$ cat config.mk
export PLATFORM = sky130hd
export DESIGN_NAME = raycast_node_fetch
export DESIGN_NICKNAME = d
export VERILOG_FILES = /design/src/rtl/raycast_pkg.sv /design/src/rtl/raycast_node_cache.sv /design/src/rtl/raycast_node_fetch.sv
export SDC_FILE = /design/constraint.sdc
export NUM_CORES = 1
export LEC_CHECK = 0
export ABC_AREA = 1
export BUFFER_PORTS_ARGS = -buffer_cell sky130_fd_sc_hd__buf_2
export CORE_UTILIZATION = 35
export DETAILED_ROUTE_END_ITERATION = 8
export PLACE_DENSITY_LB_ADDON = 0.08
export SLEW_MARGIN = 10
export SYNTH_ARGS = -nofsm -noshare
export SYNTH_HDL_FRONTEND = slang
export SYNTH_SLANG_ARGS = --single-unit
$ cat constraint.sdc
create_clock -name clk -period 10.2 [get_ports clk]
set_input_delay 1.53 -clock clk [delete_from_list [all_inputs] [get_ports clk]]
set_output_delay 1.53 -clock clk [all_outputs]
set_load 0.005 [all_outputs]
$ cat src/rtl/raycast_pkg.sv
// ---------------------------------------------------------------------------
// raycast_pkg
// Shared definitions for the octree node fetch unit:
//   - fetch FSM state encoding
//   - Wishbone byte-select constant
//   - address / data widths
//   - word alignment helper
// ---------------------------------------------------------------------------
package raycast_pkg;

   localparam int ADR_W = 32;
   localparam int DATA_W = 32;

   localparam logic [3:0] WB_SEL_ALL = 4'hF;

   localparam logic [ADR_W-1:0] WORD_MASK = 32'hFFFF_FFFC;

   typedef enum logic [2:0] {
      ST_IDLE,
      ST_LOOKUP,
      ST_BUS,
      ST_RESP,
      ST_GAP
   } state_e;

   // Force a byte address onto a 32-bit word boundary.
   function automatic logic [ADR_W-1:0] word_align(input logic [ADR_W-1:0] a);
      return a & WORD_MASK;
   endfunction

endpackage

$ cat src/rtl/raycast_node_cache.sv
// ---------------------------------------------------------------------------
// raycast_node_cache
// Direct-mapped, one-word-per-line node cache (valid / tag / data arrays).
//
// Ports:
//   clk          system clock
//   rst_ni       asynchronous active-low reset (clears valid bits)
//   flush_i      invalidate every line at the next edge; beats a write
//   rd_idx_i     read index, sampled at the edge
//   rd_valid_o   registered valid bit of the line read
//   rd_tag_o     registered tag of the line read
//   rd_data_o    registered data word of the line read
//   wr_en_i      write one line (valid=1, tag, data)
//   wr_idx_i     write index
//   wr_tag_i     write tag
//   wr_data_i    write data
// ---------------------------------------------------------------------------
module raycast_node_cache
   import raycast_pkg::*;
#(
   parameter int LINES = 16,
   localparam int IDX_W = $clog2(LINES),
   localparam int TAG_W = ADR_W - IDX_W - 2
) (
   input  logic              clk,
   input  logic              rst_ni,
   input  logic              flush_i,
   input  logic [IDX_W-1:0]  rd_idx_i,
   output logic              rd_valid_o,
   output logic [TAG_W-1:0]  rd_tag_o,
   output logic [DATA_W-1:0] rd_data_o,
   input  logic              wr_en_i,
   input  logic [IDX_W-1:0]  wr_idx_i,
   input  logic [TAG_W-1:0]  wr_tag_i,
   input  logic [DATA_W-1:0] wr_data_i
);

   logic [LINES-1:0]  valid_q;
   logic              rd_valid_q;
   logic [TAG_W-1:0]  rd_tag_q;
   logic [DATA_W-1:0] rd_data_q;

   logic [TAG_W-1:0]  tag_mem  [LINES];
   logic [DATA_W-1:0] data_mem [LINES];

   // A read to the line being written in the same cycle returns the new
   // contents, so a far pointer resolved straight from a fill sees the fill.
   logic wr_hits_rd;
   assign wr_hits_rd = wr_en_i && (wr_idx_i == rd_idx_i);

   always_ff @(posedge clk or negedge rst_ni) begin
      if (!rst_ni) begin
         valid_q    <= '0;
         rd_valid_q <= 1'b0;
      end else begin
         // A flush in the read cycle must also hide the line being read.
         rd_valid_q <= !flush_i && (wr_hits_rd || valid_q[rd_idx_i]);
         if (flush_i) begin
            valid_q <= '0;
         end else if (wr_en_i) begin
            valid_q[wr_idx_i] <= 1'b1;
         end
      end
   end

   // Tag/data storage carries no reset so it maps onto block RAM.
   always_ff @(posedge clk) begin
      if (wr_en_i) begin
         tag_mem[wr_idx_i]  <= wr_tag_i;
         data_mem[wr_idx_i] <= wr_data_i;
      end
      if (wr_hits_rd) begin
         rd_tag_q  <= wr_tag_i;
         rd_data_q <= wr_data_i;
      end else begin
         rd_tag_q  <= tag_mem[rd_idx_i];
         rd_data_q <= data_mem[rd_idx_i];
      end
   end

   assign rd_valid_o = rd_valid_q;
   assign rd_tag_o   = rd_tag_q;
   assign rd_data_o  = rd_data_q;

endmodule

$ cat src/rtl/raycast_node_fetch.sv
// ---------------------------------------------------------------------------
// raycast_node_fetch
// Serves octree node reads for raycast_core. Looks words up in a small
// direct-mapped cache, fetches misses over a read-only Wishbone classic
// master, and resolves far pointers by reading the pointer word first.
//
// Ports:
//   clk             system clock
//   rst             asynchronous active-low reset
//   node_req_i      request level, held until node_ack_o
//   node_req_far_i  request address holds a far pointer
//   node_req_adr_i  byte address of requested word
//   node_ack_o      one-cycle response pulse
//   node_data_o     returned node word (held until next response)
//   node_adr_o      address the word came from, after far resolution
//   flush_i         invalidate all cache lines
//   wb_cyc_o/wb_stb_o/wb_adr_o/wb_sel_o/wb_we_o   Wishbone master outputs
//   wb_dat_i/wb_ack_i/wb_err_i                    Wishbone master inputs
// ---------------------------------------------------------------------------
module raycast_node_fetch
   import raycast_pkg::*;
#(
   parameter int CACHE_LINES = 16
) (
   input  logic              clk,
   input  logic              rst,
   input  logic              node_req_i,
   input  logic              node_req_far_i,
   input  logic [ADR_W-1:0]  node_req_adr_i,
   output logic              node_ack_o,
   output logic [DATA_W-1:0] node_data_o,
   output logic [ADR_W-1:0]  node_adr_o,
   input  logic              flush_i,
   output logic              wb_cyc_o,
   output logic              wb_stb_o,
   output logic [ADR_W-1:0]  wb_adr_o,
   output logic [3:0]        wb_sel_o,
   output logic              wb_we_o,
   input  logic [DATA_W-1:0] wb_dat_i,
   input  logic              wb_ack_i,
   input  logic              wb_err_i
);

   localparam int IDX_W = $clog2(CACHE_LINES);
   localparam int TAG_W = ADR_W - IDX_W - 2;

   state_e            state_q, state_d;
   logic [ADR_W-1:0]  adr_q, adr_d;
   logic              far_q, far_d;
   logic              done_q;
   logic [DATA_W-1:0] bdat_q;
   logic              berr_q;
   logic              flush_pend_q, flush_pend_d;
   logic              cyc_q, cyc_d;
   logic [ADR_W-1:0]  wb_adr_q, wb_adr_d;
   logic              ack_q;
   logic [DATA_W-1:0] ndata_q;
   logic [ADR_W-1:0]  nadr_q;

   logic              bus_resp;
   logic              resp_set;
   logic [DATA_W-1:0] resp_data;
   logic              fill_we;
   logic              hit;

   logic              rd_valid;
   logic [TAG_W-1:0]  rd_tag;
   logic [DATA_W-1:0] rd_data;

   // Read index follows the next working address so the registered read
   // lands exactly when LOOKUP evaluates it.
   raycast_node_cache #(
      .LINES (CACHE_LINES)
   ) u_cache (
      .clk        (clk),
      .rst_ni     (rst),
      .flush_i    (flush_i),
      .rd_idx_i   (adr_d[IDX_W+1:2]),
      .rd_valid_o (rd_valid),
      .rd_tag_o   (rd_tag),
      .rd_data_o  (rd_data),
      .wr_en_i    (fill_we),
      .wr_idx_i   (adr_q[IDX_W+1:2]),
      .wr_tag_i   (adr_q[ADR_W-1:IDX_W+2]),
      .wr_data_i  (bdat_q)
   );

   assign hit      = rd_valid && (rd_tag == adr_q[ADR_W-1:IDX_W+2]);
   // Only responses to our own open cycle count.
   assign bus_resp = cyc_q && (wb_ack_i || wb_err_i);

   always_comb begin
      state_d   = state_q;
      adr_d     = adr_q;
      far_d     = far_q;
      resp_set  = 1'b0;
      resp_data = '0;
      fill_we   = 1'b0;
      unique case (state_q)
         ST_IDLE: begin
            if (node_req_i) begin
               adr_d   = word_align(node_req_adr_i);
               far_d   = node_req_far_i;
               state_d = ST_LOOKUP;
            end
         end
         ST_LOOKUP: begin
            if (hit) begin
               if (far_q) begin
                  adr_d = word_align(rd_data);
                  far_d = 1'b0;
               end else begin
                  resp_set  = 1'b1;
                  resp_data = rd_data;
                  state_d   = ST_RESP;
               end
            end else begin
               state_d = ST_BUS;
            end
         end
         ST_BUS: begin
            // Bus response is registered first (done_q) and acted on in the
            // following cycle, with cyc/stb already dropped.
            if (done_q) begin
               if (berr_q) begin
                  far_d     = 1'b0;
                  resp_set  = 1'b1;
                  resp_data = '0;
                  state_d   = ST_RESP;
               end else begin
                  fill_we = !flush_pend_q;
                  if (far_q) begin
                     adr_d   = word_align(bdat_q);
                     far_d   = 1'b0;
                     state_d = ST_LOOKUP;
                  end else begin
                     resp_set  = 1'b1;
                     resp_data = bdat_q;
                     state_d   = ST_RESP;
                  end
               end
            end
         end
         ST_RESP: state_d = ST_GAP;
         ST_GAP:  state_d = ST_IDLE;
         default: state_d = ST_IDLE;
      endcase

      // A flush seen anywhere during the bus cycle taints its data for filling.
      flush_pend_d = (state_q == ST_BUS) && (flush_pend_q || flush_i);
      cyc_d        = (state_d == ST_BUS) && !bus_resp && !done_q;
      wb_adr_d     = cyc_d ? adr_d : '0;
   end

   always_ff @(posedge clk or negedge rst) begin
      if (!rst) begin
         state_q      <= ST_IDLE;
         adr_q        <= '0;
         far_q        <= 1'b0;
         done_q       <= 1'b0;
         bdat_q       <= '0;
         berr_q       <= 1'b0;
         flush_pend_q <= 1'b0;
         cyc_q        <= 1'b0;
         wb_adr_q     <= '0;
         ack_q        <= 1'b0;
         ndata_q      <= '0;
         nadr_q       <= '0;
      end else begin
         state_q      <= state_d;
         adr_q        <= adr_d;
         far_q        <= far_d;
         done_q       <= bus_resp;
         flush_pend_q <= flush_pend_d;
         cyc_q        <= cyc_d;
         wb_adr_q     <= wb_adr_d;
         ack_q        <= resp_set;
         if (bus_resp) begin
            bdat_q <= wb_dat_i;
            berr_q <= wb_err_i;   // err wins over a simultaneous ack
         end
         if (resp_set) begin
            ndata_q <= resp_data;
            nadr_q  <= adr_q;
         end
      end
   end

   assign node_ack_o  = ack_q;
   assign node_data_o = ndata_q;
   assign node_adr_o  = nadr_q;
   assign wb_cyc_o    = cyc_q;
   assign wb_stb_o    = cyc_q;
   assign wb_adr_o    = wb_adr_q;
   assign wb_sel_o    = WB_SEL_ALL;
   assign wb_we_o     = 1'b0;

endmodule

==> reports/qor.yml <==
run_status:
  status: "completed"
timing:
  finalCriticalPeriod_ns: 6.172
  rsz0062_at_grt: "false"
  final_max_slew_viol_count: 0
  hold_ws_ns: 0.4741
  worst_slew_margin_rel: 0.2280
  worst_slack_ns: 4.028
  setup_tns_ns: 0
  setup_viol: 0
  min_period_over_period: 0.6051
  fmax_ghz: 0.1620
  finalHoldViolCount: 0
  skew_ns: 0.03044
  worstMarginPinSlew_ns: 1.158
setup_path:
  crit_fanout: 87
  rrSetupSlack_ns: 4.03
  r2r-end: "wb_adr_o[20]"
  critPathArrivalTime_ns: 6.79
  max_stage_delay_ns: 0.89
  path_class: "reg -> reg"
  required_ns: 10.81
  end_kind: "flop"
  crit_chain: "buf_4 -> buf_4 -> nand2_1 -> nand2_1 -> nand2_1 -> nand3_1 -> nand3_1 -> nand3_1 -> nand2_1 -> nor2_1 -> nand2_1 -> nor2_1 -> nand2_1 -> nor2_4 -> nand2_4 -> a21oi_1 -> nor3_4 -> buf_4 -> nand2_1 -> inv_1"
  startpoint_type: "flop"
  cpMaxStageDelayCell: "buf_4"
  reg2reg_depth: 20
  path_common_cell: "nand2_1"
  worstSetupEndpoint: "wb_adr_o[20]"
pwr:
  internal_power_mw: 10.04
  power_frac_seq: 0.399
  switching_share: 0.3945
  leakagePower_nw: 20.08
  power_density_nw_per_um2: 315.5
  power_frac_clock: 0.284
  combPwrFrac: 0.317
  power.switching_mw: 6.541
  worst_ir_drop_vdd_uv: 301.9
logic_synthesis:
  syn_area_um2: 45620
  synth_seq_cells: 1118
  synth_top_area_share: 0.6108
  synth.distinct_cells: 40
  synth_cells: 3937
  ys.warnings.count: 0
  syn_avg_cell_area_um2: 11.59
  yosys.area.top_type: "edfxtp_1"
  synthTopCellsByArea: "edfxtp_1 (61%), dfrtp_1 (10%), nand2_1 (6.4%), o21ai_0 (4.4%), nor2_1 (3.7%)"
  synth-seq-area-share: 0.7146
grt:
  grt_usage: 0.2266
  grt_max_degree: 203
  gr-total-overflow: 0
  antenna_found_initial: 8
  grt_pass1_vias: 29309
  grt_pass1_wl_um: 213700
route:
  vias_per_cell: 5.154
  avgRoutedWirePerCell_um: 25.24
  post-route-drc-count: 0
  routed_wl_um: 149100
  detail-route-antenna-nets: 0
  drt_iter0_markers: 2563
  dr.pass1.iters: 6
  vias: 30451
cts:
  cts_buffers: 131
  clk_pin_slew_ns: 0.06
  htreeDepth: 4
  clock_path_buffers: 3
  cts_hold_repair.buffers: 0
  cts_setup_buffers: 0
  cts_tree: "yes"
  clock_latency_ns: 0.76
  cts_resized: 0
  cts.sinks: 1118
  cts_root_buffer: "clkbuf_16"
placed_design:
  gp_congestion: 0.7958
  dp_worst_setup_slack_ns: 4.047
  hpwl_um: 78610
  portBuffers: 167
  placed_area_um2: 48250
cells_and_area:
  fin_nets: 4128
  n_fill_cell: 12468
  fin_area_um2: 52560
  drive_above_1_share: 0.1114
  syn2layout_area_growth_pct: 15.20
die:
  initial_core_util: 0.3524
  rows: 132
  dieArea_um2: 131800
  pin_count: 175
  core_um2: 129500
  die_w_um: 363.0
  die-height_um: 363.0
min_path:
  worstHoldPathType: "reg -> reg"
run:
  drv.max_cap_violation_count: 0
[per-layer routing]
metal | GRT usage | part of all wire | routed length [um]
met5 | 0 | 0 | 0
met4 | 0.06271 | 0.022 | 3267
met3 | 0.03986 | 0.055 | 8232
met2 | 0.3618 | 0.47 | 69490
met1 | 0.3166 | 0.46 | 68130
[flip-flops by register name (all words and copies together), names as in the netlist, named ones only]
signal	cells
u_cache.data_mem	512
u_cache.tag_mem	416
adr_q	32
bdat_q	32
node_adr_o	32
node_data_o	32
wb_adr_o	32
u_cache.valid_q	16
state_q	3
berr_q	1
done_q	1
far_q	1
flush_pend_q	1
node_ack_o	1
u_cache.rd_valid_o	1
wb_cyc_o	1
[synth_stat cells, drive strengths merged]
master / number
edfxtp: 928
o22ai: 31
nand4: 2
dfrtp: 186
o21ai: 433
nand2: 781
a221oi: 4
clkbuf: 151
a2111o: 26
clkinv: 1
nor3: 8
inv: 295
nor2: 451
conb: 2
buf: 95
nor3b: 1
nand3: 303
or2: 2
nand3b: 2
o21a: 10
a31oi: 1
a21oi: 34
o221ai: 130
dfxtp: 4
o211ai: 56
[worst min-delay path by stage]
stage,start,to,slack (ns),depth (start not counted)
2_1_floorplan,state_q[2],state_q[2],0.45,1
3_3_place_gp,node_adr_o[21],node_adr_o[21],0.46,2
3_5_place_dp,node_adr_o[0],node_adr_o[0],0.47,2
4_1_cts,state_q[2],state_q[2],0.48,1
5_1_grt,node_adr_o[0],node_adr_o[0],0.50,2
6_report,node_adr_o[21],node_adr_o[21],0.47,2
[placed cells by master (no fill, tap or decap), types with 5 or more instances in the layout]
cell,count
a2111o_1,26
a21oi_1,33
buf_2,166
buf_4,59
bufinv_16,13
clkbuf_1,30
clkbuf_16,134
clkbuf_8,7
clkinv_1,23
clkinv_2,22
clkinv_8,6
conb_1,5
dfrtp_1,186
edfxtp_1,928
inv_1,286
inv_6,7
nand2_1,776
nand3_1,301
nor2_1,432
nor2_4,19
nor3_1,7
o211ai_1,55
o21a_1,10
o21ai_0,399
o21ai_1,32
o221ai_1,130
o22ai_1,31
[kinds of logic after synthesis]
kind of cell	share of synthesized area
AO/OA/AOI/OAI	0.09897
buffers and inverters	0.04898
flip-flops	0.7146
other	0.0001646
AND/OR/NAND/NOR	0.1373
[stage by stage]
step / utilization / power, mW / cells
3_5_place_dp: 0.3727 / 12.02 / 5666
3_3_place_gp: 0.3727 / 12.03 / 5666
6_report: 0.4059 / 16.58 / 5908
5_1_grt: 0.4059 / 17.52 / 5907
4_1_cts: 0.4059 / 16.76 / 5907
2_1_floorplan: - / 9.628 / 3940
[power by group through the flow]
stage	sequential, mW	combinational, mW	clock (mW)
after floorplan	6.32	3.31	0
after global placement	6.74	5.29	0
after detailed placement	6.74	5.28	0
after CTS	6.65	5.30	4.81
after global routing	6.72	5.81	4.99
final	6.62	5.26	4.70
[cell type report]
class | count | area (um^2) | share of cell area
well taps | 1742 | 2180 | 0.04147
repair buffers | 230 | 1369 | 0.02604
diodes | 1 | 2.502 | 0.00004761
clock inverters | 70 | 739.5 | 0.01407
inverters | 296 | 1140 | 0.02169
multi-input cells | 2280 | 10950 | 0.2083
flip-flops and latches | 1118 | 32620 | 0.6206
clock buffers | 171 | 3562 | 0.06778
[worst max-delay path, delay by kind of cell, from the launching register on]
kind                   cells  cell delay, ns
buffers and inverters      4            2.05
AO/OA/AOI/OAI              1            0.61
flip-flops                 1            0.75
AND/OR/NAND/NOR           15            2.37
No activity file was read; power rests on OpenSTA's default activity.
